File: config.mk
export PLATFORM = sky130hd
export DESIGN_NAME = serial_adder
export DESIGN_NICKNAME = d
export VERILOG_FILES = /design/src/rtl/serial_adder.sv
export SDC_FILE = /design/constraint.sdc
export NUM_CORES = 1
export LEC_CHECK = 0
export BUFFER_PORTS_ARGS = -buffer_cell sky130_fd_sc_hd__buf_2
export CORE_AREA = 10 10 58 78
export CTS_CLUSTER_SIZE = 28
export DETAILED_ROUTE_END_ITERATION = 7
export DIE_AREA = 0 0 68 88
export GPL_ROUTABILITY_DRIVEN = 0
export PLACE_DENSITY_LB_ADDON = 0.05
export SYNTH_ARGS = -nofsm -noshare
export SYNTH_HDL_FRONTEND = slang
export SYNTH_SLANG_ARGS = --single-unit
File: constraint.sdc
create_clock -name clk -period 2.75 [get_ports clk]
set_input_delay 0.1375 -clock clk [delete_from_list [all_inputs] [get_ports clk]]
set_output_delay 0.1375 -clock clk [all_outputs]
set_load 0.005 [all_outputs]
File: src/rtl/serial_adder.sv
// Bit-serial adder/subtractor: one result bit per clock, LSB first.
// Ports: clk, rst (sync, active-high), start/a/b/sub in; busy, done, sum, cout, overflow out.
module serial_adder #(
   parameter int WIDTH = 8
) (
   input  logic             clk,
   input  logic             rst,
   input  logic             start,
   input  logic [WIDTH-1:0] a,
   input  logic [WIDTH-1:0] b,
   input  logic             sub,
   output logic             busy,
   output logic             done,
   output logic [WIDTH-1:0] sum,
   output logic             cout,
   output logic             overflow
);

   localparam int CW = (WIDTH > 1) ? $clog2(WIDTH) : 1;

   typedef enum logic [1:0] {
      IDLE = 2'd0,
      RUN  = 2'd1,
      DONE = 2'd2
   } state_t;

   state_t           state_q, state_d;
   logic [WIDTH-1:0] sha_q, sha_d;
   logic [WIDTH-1:0] shb_q, shb_d;
   logic [WIDTH-1:0] acc_q, acc_d;
   logic [WIDTH-1:0] sum_q, sum_d;
   logic [CW-1:0]    cnt_q, cnt_d;
   logic             carry_q, carry_d;
   logic             cout_q, cout_d;
   logic             ovf_q, ovf_d;
   logic             s;
   logic             cnew;
   logic             last;

   assign s    = sha_q[0] ^ shb_q[0] ^ carry_q;
   assign cnew = (sha_q[0] & shb_q[0]) | (sha_q[0] & carry_q) |
                 (shb_q[0] & carry_q);
   assign last = (cnt_q == CW'(WIDTH - 1));

   always_comb begin
      state_d = state_q;
      sha_d   = sha_q;
      shb_d   = shb_q;
      acc_d   = acc_q;
      sum_d   = sum_q;
      cnt_d   = cnt_q;
      carry_d = carry_q;
      cout_d  = cout_q;
      ovf_d   = ovf_q;
      unique case (state_q)
         IDLE: begin
            if (start) begin
               state_d = RUN;
               sha_d   = a;
               // Subtraction is A + ~B + 1: invert B, seed carry with 1.
               shb_d   = sub ? ~b : b;
               carry_d = sub;
               cnt_d   = '0;
               acc_d   = '0;
            end
         end
         RUN: begin
            sha_d          = sha_q >> 1;
            shb_d          = shb_q >> 1;
            carry_d        = cnew;
            acc_d          = acc_q >> 1;
            acc_d[WIDTH-1] = s;
            cnt_d          = cnt_q + CW'(1);
            if (last) begin
               sum_d   = acc_d;
               cout_d  = cnew;
               // carry_q is the carry into the MSB here.
               ovf_d   = carry_q ^ cnew;
               cnt_d   = '0;
               state_d = DONE;
            end
         end
         DONE: state_d = IDLE;
         default: state_d = IDLE;
      endcase
   end

   always_ff @(posedge clk) begin
      if (rst) begin
         state_q <= IDLE;
         sha_q   <= '0;
         shb_q   <= '0;
         acc_q   <= '0;
         sum_q   <= '0;
         cnt_q   <= '0;
         carry_q <= 1'b0;
         cout_q  <= 1'b0;
         ovf_q   <= 1'b0;
      end else begin
         state_q <= state_d;
         sha_q   <= sha_d;
         shb_q   <= shb_d;
         acc_q   <= acc_d;
         sum_q   <= sum_d;
         cnt_q   <= cnt_d;
         carry_q <= carry_d;
         cout_q  <= cout_d;
         ovf_q   <= ovf_d;
      end
   end

   assign busy     = (state_q == RUN);
   assign done     = (state_q == DONE);
   assign sum      = sum_q;
   assign cout     = cout_q;
   assign overflow = ovf_q;

endmodule
### After elaboration in Yosys (flattened, before gate mapping)

Index checks and enable logic that the tools add are counted.
Widths: inputs -> output; s select.

| operators by class | value |
|---|---|
| reduce and logical (&&, ||, !) cells | 5 |
| add/subtract/negate cells | 1 |
| bitwise logic cells | 9 |
| order comparisons | 0 |
| multipliers | 0 |
| muxes and demuxes | 15 |
| eq/ne operators | 5 |
| divide/modulo/power cells | 0 |
| shift-type cells | 0 |

Operators with widths:

| cell | number |
|---|---|
| $pmux 8 s2 | 3 |
| $mux 8 | 4 |
| $not 8->8 | 1 |
| $mux 3 | 2 |
| $pmux 3 s2 | 1 |
| $reduce_and 2->1 | 3 |
| $mux 2 | 2 |
| $pmux 2 s2 | 1 |
| $add 3x1->3 const B | 1 |
| $and 1x1->1 | 3 |
| $eq 3x3->1 const B | 1 |
| $xor 1x1->1 | 3 |
| $eq 2x1->1 const B | 1 |
| $eq 2x2->1 const B | 1 |
| $logic_not 2->1 | 1 |
| $ne 2x1->1 const B | 1 |
| $ne 2x2->1 const B | 1 |
| $or 1x1->1 | 2 |
| $pmux 1 s2 | 1 |
| $reduce_bool 2->1 | 1 |
| $mux 1 | 1 |

| storage, ports and cells | value |
|---|---|
| bits in latches | 0 |
| bits in writable memories | 0 |
| bits in registers | 40 |
| word-level logic and storage cells | 44 |
| output and inout port bits | 12 |
| memories kept | 0 |
| bits in read-only memories | 0 |
| input bits | 20 |

### Depth between registers and ports, before layout

| logic depth | value |
|---|---|
| word-level depth | 4 |
| gate-level depth with buffers | 6 |
| mapped depth without buffers | 5 |

### Worst setup path before layout

No wires, ideal clock.

| timing path | value |
|---|---|
| kind | register -> register |
| start | register cnt_q[0] |
| end | register sum_q[2], in the netlist sum[2] |
| setup time | 139 ps |
| arrival time | 1144 ps |
| setup slack | 1467 ps |
| data required time | 2611 ps |
| cell stages (with the launch flop) | 7 |
| buffers on the path | 1 |
| clock period less this slack | 1283 ps |
| cell sequence | dfxtp_1 -> ha_1 -> ha_1 -> and3b_4 -> buf_8 -> nand2_1 -> a21oi_2 |

| on the way | value |
|---|---|
| word-level cells in the longest chain between the ends | 2 |

RTL lines:

| item | line | text |
|---|---|---|
| start: declaration | 32 | `logic [CW-1:0] cnt_q, cnt_d;` |
| start signal: assignment | 105 | `cnt_q <= cnt_d;` |
| $eq 3x3->1 | 43 | `assign last = (cnt_q == CW'(WIDTH - 1));` |
| $reduce_and 2->1 (no source line) | -- |  |
| end signal: assignment | 104 | `sum_q <= sum_d;` |
| end: declaration | 31 | `logic [WIDTH-1:0] sum_q, sum_d;` |

No other way between the ends.
A chain may end at the register's enable or synchronous reset.

### Worst setup path in the final report

| timing path | value |
|---|---|
| start | register state_q[0] |
| end | output busy |

| on the way | value |
|---|---|
| word-level cells in the longest chain between the ends | 1 |

RTL lines:

| item | line | text |
|---|---|---|
| start: declaration | 27 | `state_t state_q, state_d;` |
| start signal: assignment | 100 | `state_q <= state_d;` |
| $eq 2x1->1 | 112 | `assign busy = (state_q == RUN);` |
| end: declaration | 12 | `output logic busy,` |

No other way between the ends.

==> impl_metrics.env <==
export IMPL_overflow=0
export IMPL_synth_top_area_frac=0.451
export IMPL_wl_per_cell_um=14.3
export IMPL_die_h_um=88
export IMPL_synth_top_cell_by_area="dfxtp_1"
export IMPL_route_detailed_drc=0
export IMPL_nFillCells=281
export IMPL_postCtsHoldBufs=0
export IMPL_path_class="flip-flop to primary output"
export IMPL_pin_count=32
export IMPL_final_area_um2=1970
export IMPL_hold_viol=0
export IMPL_ys_ff_latch=39
export IMPL_synth_common_cells="dfxtp_1, nor2_1, a22oi_1"
export IMPL_initial_core_util=0.555
export IMPL_postCtsSetupBuffers=0
export IMPL_cp_top_family="flip-flops"
export IMPL_worstSetupStartpoint="state_q[0]$_SDFFE_PP0P_"
export IMPL_drt_wl_total_mm=3.59
export IMPL_placed_cells_incl_taps=243
export IMPL_worstMarginPinSlew_ns=0.744
export IMPL_drtPass1Iterations=4
export IMPL_cts_buffers=5
export IMPL_final_cells=251
export IMPL_synthFlopType="dfxtp_1"
export IMPL_grt_pass1_vias=1321
export IMPL_setup_viol=0
export IMPL_seq_area_um2=781
export IMPL_root_buffer="clkbuf_8"
export IMPL_clock_fmax_ghz=0.535
export IMPL_core_um2=3120
export IMPL_synth_simple_area_share=0.215
export IMPL_path_max_fanout=24
export IMPL_synthMuxAreaShare=0.00578
export IMPL_grt_antenna_before_repair=0
export IMPL_synth_most_common_cell="dfxtp_1"
export IMPL_grt_start_max_net_pins=25
export IMPL_required_ns=2.61
export IMPL_clock_sinks=39
export IMPL_final_max_slew_violation_count=0
export IMPL_ant_nets=0
export IMPL_crit_cells=3
export IMPL_cpPeakStageDelay_ns=0.81
export IMPL_regToRegStartpoint="state_q[0]$_SDFFE_PP0P_"
export IMPL_via_per_inst=5.42
export IMPL_multi_input_area_um2=853
export IMPL_die_area_um2=5980
export IMPL_synth_fp_nets=208
export IMPL_dp_hpwl_mm=2.58
export IMPL_placementRows=24
export IMPL_clock_latency_ns=0.30
export IMPL_numPortBuffers=31
export IMPL_timing_critical_path_to="busy"
export IMPL_drv_cap=0
export IMPL_cellPowerDensity_nw_per_um2=614
export IMPL_synth_edf_count=0
export IMPL_status="complete, no violations"
export IMPL_drive_gt1_frac=0.264
export IMPL_path_clk_slew_ns=0.08
export IMPL_rrSetupSlack_ns=1.11
export IMPL_max_slew_margin_rel=0.503
export IMPL_timing_final_crit_share=0.680
export IMPL_htree_levels=2
export IMPL_yosys_top_cells_area="dfxtp_1, a22oi_1, nor2_1, a21oi_2, or3b_1"
export IMPL_num_antenna_cells=0
export IMPL_p_leak_nw=0.768
export IMPL_nNetsFinal=234
export IMPL_cts_tree="done"
export IMPL_worst_path_max_delay_cell="dfxtp_1"
export IMPL_synth_xor_area_frac=0.0455
export IMPL_path_cells="nor2b_1 -> buf_4 -> buf_2"
export IMPL_cts_resized=0
export IMPL_path_buf_inv=2
export IMPL_ir_worst_vdd_mv=0.429
export IMPL_cts_buffer_depth=2
export IMPL_place_area_um2=1860
export IMPL_track_usage=0.128
export IMPL_syn_inst=185
export IMPL_worstReg2RegEnd="shb_q[2]$_SDFFE_PP0P_"
export IMPL_drt_iter0_markers=58
export IMPL_num_vias=1361
export IMPL_arrival_ns=1.73
export IMPL_fin_setup_tns_ns=0
export IMPL_rsz0062_at_grt="no"
export IMPL_ys_warn_count=0
export IMPL_cp_start_kind="flip-flop"
export IMPL_die_x_um=68
export IMPL_async_flop_share=0
export IMPL_syn_area_um2=1730
export IMPL_ys_types=30
export IMPL_r2r_cells=4
export IMPL_min_path_type="input port to flip-flop"
export IMPL_grt_pass1_wl_mm=5.96
export IMPL_fin_skew_ns=0.00942
export IMPL_syn2layout_area_growth_pct=13.6
export IMPL_synth_top_family_by_area="simple AND/OR/NAND/NOR gates"
export IMPL_synth_compound_area_frac=0.200
export IMPL_fin_total_pwr_mw=1.21
export IMPL_layout_min_cycle_time_ns=1.87
export IMPL_cp_end_kind="primary output"
export IMPL_syn_avg_cell_area_um2=9.37
export IMPL_synthAdderAreaFrac=0.0260
export IMPL_ys_seq_area_frac=0.451
routing by layer:
layer  vias to the layer above  track usage  share of wire
met2                        33        0.201           0.48
met4                         0       0.0606          0.022
met3                         8       0.0384          0.051
met5                         -            0              0
li1                        692            -              -
met1                       628        0.154           0.45
power breakdown:
part	switching [mW]	internal [mW]	leakage (nW)
clock	0.210	0.270	0.0581
combinational	0.0622	0.0578	0.392
sequential	0.0206	0.589	0.318
total	0.293	0.916	0.768
placed cells by master, fill, tap and decap left out, types with 5 or more instances in the layout:
| cell | count |
|---|---|
| dfxtp_1 | 39 |
| buf_2 | 31 |
| nor2_1 | 23 |
| a22oi_1 | 19 |
| nand2_1 | 17 |
| nor3_1 | 9 |
| a21oi_2 | 9 |
| nand2b_1 | 8 |
| or3b_1 | 8 |
| a21oi_1 | 8 |
| xnor2_1 | 8 |
| o22ai_1 | 7 |
| clkbuf_8 | 5 |
metrics by stage:
step,utilization,hold WS (ns),worst slack [ns]
2_1_floorplan,-,0.286,1.47
3_3_place_gp,0.595,0.378,1.22
3_5_place_dp,0.595,0.387,1.12
4_1_cts,0.631,0.0680,0.860
5_1_grt,0.631,0.127,0.706
6_report,0.631,0.0780,0.879
registers in the layout (all words and copies together) (netlist names):
register and flops:
shb_q 8, carry_q 1, sha_q 8, cout 1, overflow 1, sum 8, state_q 2, acc_q 7
cnt_q 3
worst min-delay path by stage:
stage | from | cells past startpoint | to | slack [ns]
detailed placement | a[7] | 3 | sha_q[7]$_SDFFE_PP0P_ | 0.39
global route | b[6] | 3 | shb_q[6]$_SDFFE_PP0P_ | 0.13
CTS | a[7] | 3 | sha_q[7]$_SDFFE_PP0P_ | 0.07
floorplan | a[7] | 2 | sha_q[7]$_SDFFE_PP0P_ | 0.29
global placement | a[7] | 3 | sha_q[7]$_SDFFE_PP0P_ | 0.38
finish | a[7] | 3 | sha_q[7]$_SDFFE_PP0P_ | 0.08
cell families after synthesis:
| group | after synthesis |
|---|---|
| AOI/OAI and AO/OA | 46 |
| and+or+nand+nor | 72 |
| buffers and inverters | 15 |
| muxes | 1 |
| DFF | 39 |
| adders and majority gates | 3 |
| xor gates and xnor gates | 9 |
tightest hold or removal path: stages:
cell and delay, ns:
buf_2 0.07, a22oi_1 0.05, nor2_1 0.08
final cells by class:
| cell class | instances | area share |
|---|---|---|
| Timing Repair Buffer | 33 | 0.0864 |
| Clock buffer | 5 | 0.0349 |
| Sequential cell | 39 | 0.396 |
| Clock inverter | 3 | 0.0222 |
| Tap cell | 39 | 0.0248 |
| Inverter | 1 | 0.00191 |
| Multi-Input combinational cell | 131 | 0.433 |
No activity file was read; power rests on OpenSTA's default activity.
